File: src/rtl/bcd_counter_n_pkg.sv
// Shared BCD constants and digit-validity helper for the multi-digit BCD counter.
package bcd_counter_n_pkg;

    localparam logic [3:0] BCD_MAX = 4'd9;
    localparam logic [3:0] BCD_MIN = 4'd0;

    function automatic logic bcd_valid(input logic [3:0] nibble);
        return (nibble <= BCD_MAX);
    endfunction

endpackage

File: src/rtl/bcd_counter_n_bcd_digit.sv
// One BCD decade: clear/load/count next-state logic and its 4-bit register.
module bcd_digit
    import bcd_counter_n_pkg::*;
(
    input  logic       i_clk,
    input  logic       i_rst_n,
    input  logic       i_ci,
    input  logic       i_up,
    input  logic       i_clr,
    input  logic       i_load,
    input  logic [3:0] i_d,
    output logic [3:0] o_q,
    output logic       o_term
);

    logic [3:0] r_q;
    logic [3:0] w_next;

    always_comb begin
        w_next = r_q;
        if (i_clr) begin
            w_next = BCD_MIN;
        end else if (i_load) begin
            w_next = bcd_valid(i_d) ? i_d : BCD_MIN;
        end else if (i_ci) begin
            if (i_up) begin
                w_next = (r_q >= BCD_MAX) ? BCD_MIN : r_q + 4'd1;
            end else begin
                w_next = (r_q == BCD_MIN) ? BCD_MAX : r_q - 4'd1;
            end
        end
    end

    always_ff @(posedge i_clk or negedge i_rst_n) begin
        if (!i_rst_n) begin
            r_q <= BCD_MIN;
        end else begin
            r_q <= w_next;
        end
    end

    assign o_q    = r_q;
    // Terminal flag doubles as the carry/borrow enable for the next decade.
    assign o_term = i_up ? (r_q == BCD_MAX) : (r_q == BCD_MIN);

endmodule

File: src/rtl/bcd_counter_n.sv
// Parametrised multi-digit BCD up/down counter with load, clear, saturate/wrap,
// cascade terminal count and sticky load-error flag.
module bcd_counter_n
    import bcd_counter_n_pkg::*;
#(
    parameter int DIGITS   = 4,
    parameter int SATURATE = 0
) (
    input  logic                  CLK,
    input  logic                  RES,
    input  logic                  EN,
    input  logic                  CLR,
    input  logic                  LOAD,
    input  logic                  UP_DN,
    input  logic [4*DIGITS-1:0]   D,
    output logic [4*DIGITS-1:0]   Q,
    output logic                  TC,
    output logic                  WRAP,
    output logic                  ERR
);

    logic [DIGITS-1:0] w_term;
    logic [DIGITS-1:0] w_ci;
    logic              w_all_term;
    logic              w_cnt_en;
    logic              w_wrap_evt;
    logic              w_ld_bad;
    logic              r_wrap;
    logic              r_err;

    assign w_all_term = &w_term;
    // In saturate mode the whole chain is frozen once the terminal value is reached.
    assign w_cnt_en   = EN & ~((SATURATE != 0) & w_all_term);
    assign w_wrap_evt = (SATURATE == 0) & EN & w_all_term;

    always_comb begin
        w_ld_bad = 1'b0;
        for (int i = 0; i < DIGITS; i++) begin
            if (!bcd_valid(D[4*i +: 4])) begin
                w_ld_bad = 1'b1;
            end
        end
    end

    genvar g;
    generate
        for (g = 0; g < DIGITS; g++) begin : g_digit
            if (g == 0) begin : g_first
                assign w_ci[g] = w_cnt_en;
            end else begin : g_rest
                assign w_ci[g] = w_ci[g-1] & w_term[g-1];
            end

            bcd_digit u_digit (
                .i_clk   (CLK),
                .i_rst_n (RES),
                .i_ci    (w_ci[g]),
                .i_up    (UP_DN),
                .i_clr   (CLR),
                .i_load  (LOAD),
                .i_d     (D[4*g +: 4]),
                .o_q     (Q[4*g +: 4]),
                .o_term  (w_term[g])
            );
        end
    endgenerate

    always_ff @(posedge CLK or negedge RES) begin
        if (!RES) begin
            r_wrap <= 1'b0;
            r_err  <= 1'b0;
        end else if (CLR) begin
            r_wrap <= 1'b0;
            r_err  <= 1'b0;
        end else if (LOAD) begin
            r_wrap <= 1'b0;
            if (w_ld_bad) begin
                r_err <= 1'b1;
            end
        end else begin
            r_wrap <= w_wrap_evt;
        end
    end

    assign TC   = EN & w_all_term;
    assign WRAP = r_wrap;
    assign ERR  = r_err;

endmodule

File: config.mk
export PLATFORM = sky130hd
export DESIGN_NAME = bcd_counter_n
export DESIGN_NICKNAME = d
export VERILOG_FILES = /design/src/rtl/bcd_counter_n_pkg.sv /design/src/rtl/bcd_counter_n_bcd_digit.sv /design/src/rtl/bcd_counter_n.sv
export SDC_FILE = /design/constraint.sdc
export NUM_CORES = 1
export LEC_CHECK = 0
export ABC_AREA = 1
export BUFFER_PORTS_ARGS = -buffer_cell sky130_fd_sc_hd__buf_2
export CORE_MARGIN = 3
export CORE_UTILIZATION = 35
export DETAILED_ROUTE_END_ITERATION = 7
export PLACE_DENSITY = 0.56
export SETUP_SLACK_MARGIN = 0.3
export SLEW_MARGIN = 20
export SYNTH_ARGS = -nofsm -noshare
export SYNTH_HDL_FRONTEND = slang
export SYNTH_SLANG_ARGS = --single-unit
File: constraint.sdc
create_clock -name CLK -period 3.3 [get_ports CLK]
set_clock_uncertainty 0.15 [all_clocks]
set_input_delay 0.66 -clock CLK [delete_from_list [all_inputs] [get_ports CLK]]
set_output_delay 0.66 -clock CLK [all_outputs]
set_load 0.05 [all_outputs]
Word level (Yosys, flattened, before mapping). Index checks and enable logic that the tools add are counted.

Register bits after elaboration: 18. Input bits: 22. Output and inout port bits: 19. Word-level logic and storage cells: 83.

Add/sub/neg operators: 8. Order comparisons: 8. Eq/ne operators: 4. Muxes and demuxes: 41. Bitwise logic cells: 4. Reduce and logical (&&, ||, !) cells: 12.

Operators with widths (count): 4-bit two-way mux (28); 4-bit by 1-bit adder with 4-bit output, second input constant (4); 4-bit == test, second input constant (4); 4-bit >= comparator, second input constant (4); 4-bit <= comparator, second input constant (4); 4-bit zero test (4); 4-bit by 1-bit subtractor with 4-bit output, second input constant (4); 1-bit two-way mux (13); 3-bit nonzero test (4); 1-bit AND (4); 4-bit AND reduction (1); 2-bit nonzero test (2); 2-bit AND reduction (1).

Logic depth before layout (Yosys ltp). Gate-level depths: netlist (run 1).

Word-level depth: 8. Mapped depth: 11. Depth with buffers taken out: 11.

Hierarchy. Synthesis (run 1) repeated with hierarchy kept, for this count alone.

Cells, all modules: 349. Area, all modules: 2077.0 sq um.

Modules (own cells, without submodules): bcd_digit (times used 4, cells an instance 80, area an instance 476.7 sq um, seq. area each 100.1 sq um); bcd_counter_n (times used 1, cells an instance 29, area an instance 170.2 sq um, seq. area each 50.0 sq um).

Least setup slack after synthesis (run 1). Ideal clock, no wire load.

Path kind: flip-flop to output port. From: register g_digit[1].u_digit.r_q[0]. To: output TC. Data arrival time: 2.120 ns. Required time: 2.490 ns. Path slack: 0.370 ns. Stages on the path, launching flop included: 9. Buffers on the path: 0. Cell sequence: dfrtp_1 -> inv_1 -> ha_1 -> nand2_1 -> nor2_2 -> nand2_1 -> nand2_1 -> nand3_4 -> nor2_1.

Word-level cells in the longest chain between the ends: 4. Elaborated cells on any way between the ends: 5. Those cells by class: eq/ne (1); mux (1); bitwise (1); reduce/logical (2).

Ends and longest elaborated chain: start, declared (RTL line bcd_counter_n_bcd_digit.sv:16) `logic [3:0] r_q;`; start signal, assigned (RTL line bcd_counter_n_bcd_digit.sv:38) `r_q <= w_next;`; 4-bit == test or 4-bit zero test (tied branches) (RTL line bcd_counter_n_bcd_digit.sv:44) `assign o_term = i_up ? (r_q == BCD_MAX) : (r_q == BCD_MIN);`; 1-bit two-way mux (*) (RTL line bcd_counter_n_bcd_digit.sv:44); 4-bit AND reduction (*) (RTL line bcd_counter_n.sv:31) `assign w_all_term = &w_term;`; 1-bit AND (*) (RTL line bcd_counter_n.sv:85) `assign TC = EN & w_all_term;`; end, declared (RTL line bcd_counter_n.sv:17) `output logic TC,`.

Every way passes the cells marked *; elsewhere a longest branch is shown, timed or not.

Final worst setup path (run 1). Ends and elaborated chain as after synthesis.

==> results of run 1 <==
-- worst reg2reg max path: stages (launching register included) --
cell and delay [ps]:
dfrtp_1 440, inv_1 140, ha_1 260, a21oi_2 260, nor2_4 80, nand2_2 130
nand2_2 90, nand3_1 110, nand2_1 50
-- state kept, by name, summed over array words and instances, names as in the netlist --
signal               flops
g_digit.u_digit.o_q     16
ERR                      1
WRAP                     1
-- layout make-up --
| class | count | area (sq um) | share of cell area |
|---|---|---|---|
| Multi-Input combinational cell | 234 | 1262 | 0.5819 |
| Inverter | 34 | 127.6 | 0.05882 |
| Clock buffer | 3 | 41.29 | 0.01903 |
| Timing Repair Buffer | 40 | 200.2 | 0.09227 |
| Sequential cell | 18 | 450.4 | 0.2076 |
| Tap cell | 70 | 87.58 | 0.04037 |
-- worst paths after layout --
path                                           startpoint                        end  slack (ps)  cells after the start
worst max-delay path            g_digit[1].u_digit.o_q[0]                         TC         510                      9
worst min-delay path                                  RES  g_digit[1].u_digit.o_q[1]         200                      1
worst max register to register  g_digit[0].u_digit.o_q[0]  g_digit[2].u_digit.o_q[3]        1470                      8
worst min register to register                        ERR                        ERR         380                      2
max in group asynchronous                             RES  g_digit[3].u_digit.o_q[3]        2490                      1
min in group CLK                                      ERR                        ERR         380                      2
-- per-layer routing --
metal,routed length (microns),track usage,share of wire,vias up
li1,-,-,-,1032
met1,2491,0.2497,0.49,897
met2,2290,0.2660,0.45,50
met3,256,0.03628,0.050,4
met4,48,0.03265,0.0094,0
met5,0,0,0,-
-- through the flow --
step | util | hold WS [ps] | cells | total power [uW] | cell area, sq um
after detailed placement | 0.4141 | 362.6 | 396 | 668.6 | 2128
after CTS | 0.4221 | 207.8 | 399 | 831.0 | 2170
after global routing | 0.4221 | 223.3 | 399 | 890.5 | 2170
final | 0.4221 | 199.9 | 399 | 819.4 | 2170
after floorplan | - | 214.4 | 293 | 571.9 | 1881
after global placement | 0.4141 | 365.3 | 396 | 672.6 | 2128
-- Yosys cell counts, drive strengths merged --
master	count
ha	16
nand3	46
nand2	90
inv	34
a21oi	13
o22ai	2
clkbuf	2
o211ai	1
nor2b	1
nand3b	2
a31oi	1
xnor2	3
xor2	3
nor2	24
nor3	2
o21ai	22
nand4	8
dfrtp	18
buf	5
-- power groups by stage --
stage               logic, uW  registers, uW  clock network, uW
floorplan                 220            352                  0
global placement          386            287                  0
detailed placement        382            287                  0
CTS                       384            283                165
global route              433            289                169
finish                    382            282                155
-- cell families (layout without fill, tap and decap cells) --
kind of cell,count (synthesis),after routing,synth area share
flops,18,18,0.2395
xor+xnor,6,6,0.02795
buf+inv,41,77,0.08915
compound gates,39,39,0.1091
fa+ha+maj,16,16,0.1065
simple gates,173,173,0.4278
==> flow_metrics.py, run 1 <==
metrics = {
    "routing": {
        "drcViolationCount": 0,
        "routedWlPerCell_microns": 12.75,
        "vias": 1983,
        "first_pass_iters": 5,
        "routed_wl_microns": 5087,
        "ant_nets": 0,
        "drtIter0Drc": 126,
        "vias_per_cell": 4.970,
    },
    "power": {
        "p_seq_frac": 0.344,
        "ir_drop_v": 0.0002101,
        "p_switching_uw": 377.5,
        "p_int_uw": 441.9,
        "swShare": 0.4607,
        "combinationalPowerShare": 0.467,
        "leakage_uw": 0.001166,
        "clkPwrFrac": 0.189,
        "cellPowerDensity_mw_per_mm2": 377.7,
    },
    "global_routing": {
        "antenna_found_initial": 0,
        "grt_pass1_wl_microns": 8707,
        "grt_usage": 0.1729,
        "grt_pass1_vias": 1883,
        "overflow": 0,
        "grt_max_degree": 19,
    },
    "cts": {
        "hold_buffers": 0,
        "clk_pin_slew_ps": 70,
        "htreeDepth": 1,
        "cts_tree": "done",
        "cts_resized": 0,
        "numCtsBuffers": 3,
        "clock_sinks": 18,
        "cts_setup_buffers": 0,
        "clk_latency_ps": 250,
        "clock_tree.buffer_depth": 2,
        "clockRootBuffer": "clkbuf_8",
    },
    "logic_synthesis": {
        "ys_seq_elements": 18,
        "yosys-top-cells-area": "dfrtp_1 24%, nand2_1 17%, nand3_1 12%, ha_1 11%, inv_1 5.6%",
        "synth.top_cell.area_share": 0.2395,
        "synthCells": 293,
        "ys.warnings.count": 0,
        "yosysTopAreaCell": "dfrtp_1",
        "syn_area_sq_mm": 0.001881,
        "synth_cell_types": 32,
        "syn-num-nets": 331,
        "ys_seq_area_frac": 0.2395,
        "avgSynthCellArea_sq_um": 6.418,
    },
    "timing": {
        "final.period_utilization": 0.8459,
        "period_minus_slack_ps": 2791,
        "setup_tns_ps": 0,
        "rsz0062_at_grt": "no",
        "max_freq_ghz": 0.3582,
        "finalHoldViolCount": 0,
        "slew-limit-headroom": 0.5907,
        "finalMaxSlewViolations": 0,
        "setup-violations-final": 0,
        "worstMarginPinSlew_ps": 607.5,
        "worst_slack_ps": 508.6,
    },
    "layout": {
        "final_common_cell": "nand2_1",
        "area_delta_synth_final_pct": 15.37,
        "fillCellCount": 581,
        "n_antenna_cell": 0,
        "fin_nets": 369,
        "layout-drive-gt1-share": 0.1945,
        "final_cell_mix": "85 x nand2_1, 44 x nand3_1, 40 x buf_2",
    },
    "die": {
        "io_pins": 41,
        "die_h_microns": 79.30,
        "core_area_sq_mm": 0.005140,
        "start_util": 0.3659,
        "placementRows": 26,
        "fp.dieW_microns": 79.30,
        "die_area_sq_mm": 0.006288,
    },
    "placement": {
        "port-buffer-count": 40,
        "gp_congestion": 0.9187,
        "dp_hpwl_microns": 3976,
        "place_ws_ps": 661.4,
    },
    "flow_run": {
        "max_cap_violations": 0,
    },
    "outcome": {
        "status": "finished, final reports clean",
    },
    "setup_path": {
        "cp.required_ps": 2490,
        "critPathBufInv": 2,
        "crit_type": "reg2out",
        "startpoint_type": "register",
        "max_stage_delay_ps": 420,
        "path_cells": "inv_1 -> ha_1 -> nand2_1 -> nor2_2 -> nand2_1 -> nand2_1 -> nand3_4 -> nor2_1 -> buf_2",
        "critPathArrivalTime_ps": 1980,
        "crit_top_cell": "nand2_1",
        "cpMaxStageDelayCell": "dfrtp_1",
        "cpLargestDelayFamily": "simple AND/OR/NAND/NOR gates",
        "path_max_fanout": 7,
        "cp-end-kind": "output pin",
    },
    "worst_hold_path": {
        "hold_class": "in2async",
    },
}
Note: power is estimated with default switching activity, not from simulation.
==> inputs of run 2 (changes only) <==
==> constraint.sdc (replaced) <==
create_clock -name CLK -period 2.7 [get_ports CLK]
set_clock_uncertainty 0.15 [all_clocks]
set_input_delay 0.54 -clock CLK [delete_from_list [all_inputs] [get_ports CLK]]
set_output_delay 0.54 -clock CLK [all_outputs]
set_load 0.05 [all_outputs]
==> run 2 against run 1 <==
Compared with the run above: design area increased by 11%; via count increased by 4.9%; clock power increased by 29%; wire length increased by 7.1%; register-to-register slack got worse by 690 ps; worst setup slack got worse by 150 ps; final cell count increased by 4.8%; critical path depth decreased by 2; critical endpoint unchanged; highest routed layer unchanged.
==> flow_metrics.py, run 2 (synthesis results as in run 1) <==
metrics = {
    "outcome": {
        "status": "finished, final reports clean",
    },
    "cts": {
        "clk_pin_slew_ps": 70,
        "clock_sinks": 18,
        "htreeDepth": 1,
        "cts_tree": "done",
        "clockRootBuffer": "clkbuf_8",
        "clk_latency_ps": 260,
        "clock_tree.buffer_depth": 2,
        "numCtsBuffers": 3,
    },
    "setup_path": {
        "critPathArrivalTime_ps": 1650,
        "path_max_fanout": 5,
        "crit_type": "reg2out",
        "startpoint_type": "register",
        "cp-end-kind": "output pin",
        "cp.required_ps": 2010,
    },
    "timing": {
        "final.period_utilization": 0.8663,
        "rsz0062_at_grt": "no",
        "max_freq_ghz": 0.4275,
        "slew-limit-headroom": 0.5892,
        "setup_tns_ps": 0,
        "setup-violations-final": 0,
        "finalMaxSlewViolations": 0,
        "worstMarginPinSlew_ps": 609.8,
        "period_minus_slack_ps": 2339,
        "finalHoldViolCount": 0,
    },
    "flow_run": {
        "max_cap_violations": 0,
    },
    "power": {
        "swShare": 0.4554,
        "p_int_uw": 590.0,
        "p_switching_uw": 493.3,
        "clkPwrFrac": 0.185,
        "leakage_uw": 0.001255,
        "p_seq_frac": 0.318,
        "combinationalPowerShare": 0.497,
        "total_power_uw": 1083,
        "cellPowerDensity_mw_per_mm2": 451.4,
        "ir_drop_v": 0.0003152,
    },
    "die": {
        "die_area_sq_mm": 0.006288,
        "start_util": 0.3659,
        "fp.dieW_microns": 79.30,
        "placementRows": 26,
        "core_area_sq_mm": 0.005140,
        "io_pins": 41,
        "die_h_microns": 79.30,
    },
    "layout": {
        "postLayoutCellArea_sq_mm": 0.002400,
        "fillCellCount": 568,
        "area_delta_synth_final_pct": 27.61,
        "fin_nets": 387,
        "final_cell_mix": "81 x nand2_1, 43 x nand3_1, 39 x buf_2",
        "layout-drive-gt1-share": 0.3103,
        "post-route-util": 0.4669,
        "final_common_cell": "nand2_1",
        "largest_register_ff_count": 16,
        "n_antenna_cell": 0,
        "stdcell_count": 418,
    },
    "global_routing": {
        "overflow": 0,
        "antenna_found_initial": 0,
        "grt_usage": 0.1776,
        "grt_pass1_vias": 1921,
        "grt_pass1_wl_microns": 9059,
        "grt_max_degree": 19,
    },
    "routing": {
        "routed_wl_microns": 5448,
        "ant_nets": 0,
        "vias_per_cell": 4.976,
        "routedWlPerCell_microns": 13.03,
        "first_pass_iters": 4,
        "drtIter0Drc": 89,
        "drcViolationCount": 0,
        "vias": 2080,
    },
    "placement": {
        "gp_congestion": 0.9141,
        "placed_area_sq_mm": 0.002166,
        "placed_cells": 399,
        "port-buffer-count": 40,
        "dp_hpwl_microns": 4015,
    },
    "worst_hold_path": {
        "hold_class": "in2async",
    },
}
## run 2: worst paths after layout
path                                            from                   endpoint  slack [ps]  depth (start not counted)
setup / recovery           g_digit[0].u_digit.o_q[0]                         TC         360                          7
hold / removal                                   RES  g_digit[1].u_digit.o_q[2]          70                          1
setup reg to reg           g_digit[0].u_digit.o_q[0]  g_digit[2].u_digit.o_q[1]         780                         10
hold reg to reg                                  ERR                        ERR         390                          2
max in group asynchronous                        RES  g_digit[3].u_digit.o_q[0]        1980                          1
min in group CLK                                 ERR                        ERR         390                          2
## run 2: power groups by stage
stage	Clock, uW	Sequential [uW]	Combinational, uW
after global placement	0	350	480
after floorplan	0	433	270
after detailed placement	0	350	475
final	200	345	538
after CTS	212	346	486
after global routing	221	350	602
## run 2: area by class of cell
cell class	instances	area, sq um	area share
timing repair buffer	58	345.3	0.1439
multi-input combinational	234	1330	0.5542
sequential	18	459.2	0.1913
clock buffer	4	45.04	0.01877
tap	70	87.58	0.03650
inverter	34	132.6	0.05527
## run 2: timing repair
action,4_1_cts,5_1_grt
gates resized for setup,12,16
hold buffers,0,0
setup endpoints to repair,1,1
setup buffers,3,12
pin swaps,1,7
## run 2: worst max-delay path, cell delays in order, from the launching register on
cell and delay [ps]:
dfrtp_2 460, inv_2 110, ha_2 220, a21oi_2 100, nor2_4 150, nand3_4 100
nor2_4 100, buf_8 150
## run 2: metal layers
layer	wire (microns)	GRT usage	vias up
met5	0	0	-
met1	2637	0.2509	950
met4	41	0.03265	0
li1	-	-	1072
met2	2522	0.2845	54
met3	246	0.03175	4
## run 2: metrics by stage
stage | setup WS (ps) | hold WS, ps
after floorplan | 353.3 | 94.41
after global placement | 330.3 | 362.8
after detailed placement | 297.4 | 362.4
after CTS | 303.2 | 79.99
after global routing | 280.1 | 95.75
final | 360.9 | 73.93
==> inputs of run 3 (changes only) <==
--- a/config.mk
+++ b/config.mk
@@ -11,6 +11,7 @@
 export CORE_UTILIZATION = 35
 export DETAILED_ROUTE_END_ITERATION = 7
 export PLACE_DENSITY = 0.56
+export RECOVER_POWER = 50
 export SETUP_SLACK_MARGIN = 0.3
 export SLEW_MARGIN = 20
 export SYNTH_ARGS = -nofsm -noshare
==> run 3 against run 2 <==
Compared with the run above: design area shrank 0.26%; final cell count unchanged; clock-buffer cell count did not move; worst setup slack lost 87 ps; core utilization is 0.12 points lower; register-to-register slack worse by 120 ps; critical path depth unchanged; fmax fell by 3.6%; combinational power is essentially flat; critical path type unchanged.
==> flow_metrics.py, run 3 (synthesis results as in run 1) <==
metrics = {
    "die": {
        "io_pins": 41,
        "die_area_sq_mm": 0.006288,
        "start_util": 0.3659,
        "die_h_microns": 79.30,
        "placementRows": 26,
        "fp.dieW_microns": 79.30,
        "core_area_sq_mm": 0.005140,
    },
    "timing": {
        "final.period_utilization": 0.8985,
        "period_minus_slack_ps": 2426,
        "slew-limit-headroom": 0.2632,
        "finalHoldViolCount": 0,
        "max_freq_ghz": 0.4122,
        "worstMarginPinSlew_ps": 1105,
        "setup-violations-final": 0,
        "setup_tns_ps": 0,
        "rsz0062_at_grt": "no",
        "finalMaxSlewViolations": 0,
    },
    "routing": {
        "vias": 2074,
        "ant_nets": 0,
        "routed_wl_microns": 5445,
        "routedWlPerCell_microns": 13.03,
        "first_pass_iters": 5,
        "drtIter0Drc": 92,
        "drcViolationCount": 0,
        "vias_per_cell": 4.962,
    },
    "global_routing": {
        "met1_usage": 0.2509,
        "grt_pass1_wl_microns": 9059,
        "grt_max_degree": 19,
        "antenna_found_initial": 0,
        "overflow": 0,
        "grt_usage": 0.1776,
        "grt_pass1_vias": 1921,
        "grt.met3_usage": 0.03175,
        "grt_most_used_layer": "met2",
        "met2_usage": 0.2845,
    },
    "setup_path": {
        "cpLargestDelayFamily": "flip-flops",
        "critPathBufInv": 2,
        "crit_type": "reg2out",
        "path_max_fanout": 5,
        "cp.required_ps": 2010,
        "r2r_setup_slack_ps": 660,
        "max_stage_delay_ps": 470,
        "path_cells": "inv_1 -> ha_2 -> a21oi_2 -> nor2_4 -> nand3_4 -> nor2_4 -> buf_8",
        "crit_top_cell": "nor2_4",
        "cpMaxStageDelayCell": "dfrtp_1",
        "critPathArrivalTime_ps": 1740,
        "startpoint_type": "register",
        "cp-end-kind": "output pin",
    },
    "outcome": {
        "status": "finished, final reports clean",
    },
    "cts": {
        "hold_buffers": 0,
        "clock_sinks": 18,
        "clk_pin_slew_ps": 70,
        "cts_tree": "done",
        "htreeDepth": 1,
        "clock_tree.buffer_depth": 2,
        "clk_latency_ps": 260,
        "numCtsBuffers": 3,
        "clockRootBuffer": "clkbuf_8",
    },
    "layout": {
        "fillCellCount": 573,
        "layout-drive-gt1-share": 0.2931,
        "largest_register_ff_count": 16,
        "n_antenna_cell": 0,
        "final_common_cell": "nand2_1",
        "fin_nets": 387,
        "postLayoutCellArea_sq_mm": 0.002394,
        "final_cell_mix": "81 x nand2_1, 43 x nand3_1, 35 x buf_2",
        "area_delta_synth_final_pct": 27.28,
        "stdcell_count": 418,
    },
    "power": {
        "cellPowerDensity_mw_per_mm2": 452.3,
        "p_seq_frac": 0.318,
        "combinationalPowerShare": 0.497,
        "leakage_uw": 0.001243,
        "p_int_uw": 588.5,
        "swShare": 0.4563,
        "clkPwrFrac": 0.186,
        "p_switching_uw": 494.0,
        "total_power_uw": 1082,
        "ir_drop_v": 0.0003158,
    },
    "placement": {
        "dp_hpwl_microns": 4015,
        "placed_cells": 399,
        "gp_congestion": 0.9141,
        "placed_area_sq_mm": 0.002166,
        "port-buffer-count": 40,
    },
    "flow_run": {
        "max_cap_violations": 0,
    },
    "worst_hold_path": {
        "hold_class": "in2async",
    },
}
==> run 3: cell count changes in the layout (fill, tap and decap cells not counted), sizes merged <==
cell | previous run | this run
buf | 58 | 54
clkbuf | 4 | 8
==> run 3: power by group through the flow <==
stage	clock (uW)	sequential (uW)	combinational (uW)
detailed placement	0	350	475
floorplan	0	433	270
finish	201	344	537
global placement	0	350	480
global route	221	349	600
CTS	212	346	486
==> run 3: through the flow <==
stage	utilization	worst slack, ps	hold slack (ps)
2_1_floorplan	-	353.3	94.41
3_3_place_gp	0.4214	330.3	362.8
3_5_place_dp	0.4214	297.4	362.4
4_1_cts	0.4379	303.2	79.99
5_1_grt	0.4657	190.0	401.5
6_report	0.4657	274.1	316.9
==> run 3: repair_timing <==
item | CTS | global route
setup endpoints to repair | 1 | 1
buffers inserted | 3 | 12
endpoints found under the hold margin | 0 | 0
resized for setup | 12 | 16
pin swaps | 1 | 7
==> run 3: worst paths after layout <==
path | from | to | cells past startpoint
setup / recovery | g_digit[0].u_digit.o_q[0] | TC | 7
hold reg to reg | ERR | ERR | 2
max in group asynchronous | RES | g_digit[3].u_digit.o_q[0] | 1
setup reg to reg | g_digit[0].u_digit.o_q[0] | g_digit[2].u_digit.o_q[1] | 10
min in group CLK | ERR | ERR | 2
hold / removal | RES | g_digit[1].u_digit.o_q[2] | 1
==> run 3: metal layers <==
metal	part of all wire	vias up	wire [microns]
met2	0.46	52	2519
met4	0.0075	0	41
met3	0.044	4	238
met5	0	-	0
met1	0.49	947	2645
li1	-	1071	-
==> run 3: final cells by class <==
type / count / area, sq um / share of cell area
Sequential cell: 18 / 457.9 / 0.1913
Inverter: 34 / 132.6 / 0.05541
Multi-Input combinational cell: 234 / 1330 / 0.5557
Tap cell: 70 / 87.58 / 0.03659
Clock buffer: 4 / 45.04 / 0.01882
Timing Repair Buffer: 58 / 340.3 / 0.1422
==> run 3: worst register-to-register path: stages, from the launching register on <==
cell and delay [ps]:
dfrtp_1 470, inv_1 150, ha_2 240, a21oi_2 260
nor2_4 80, buf_4 130, buf_4 120, nand2_2 110
nand2_2 90, nand3_1 80, nand2_1 50
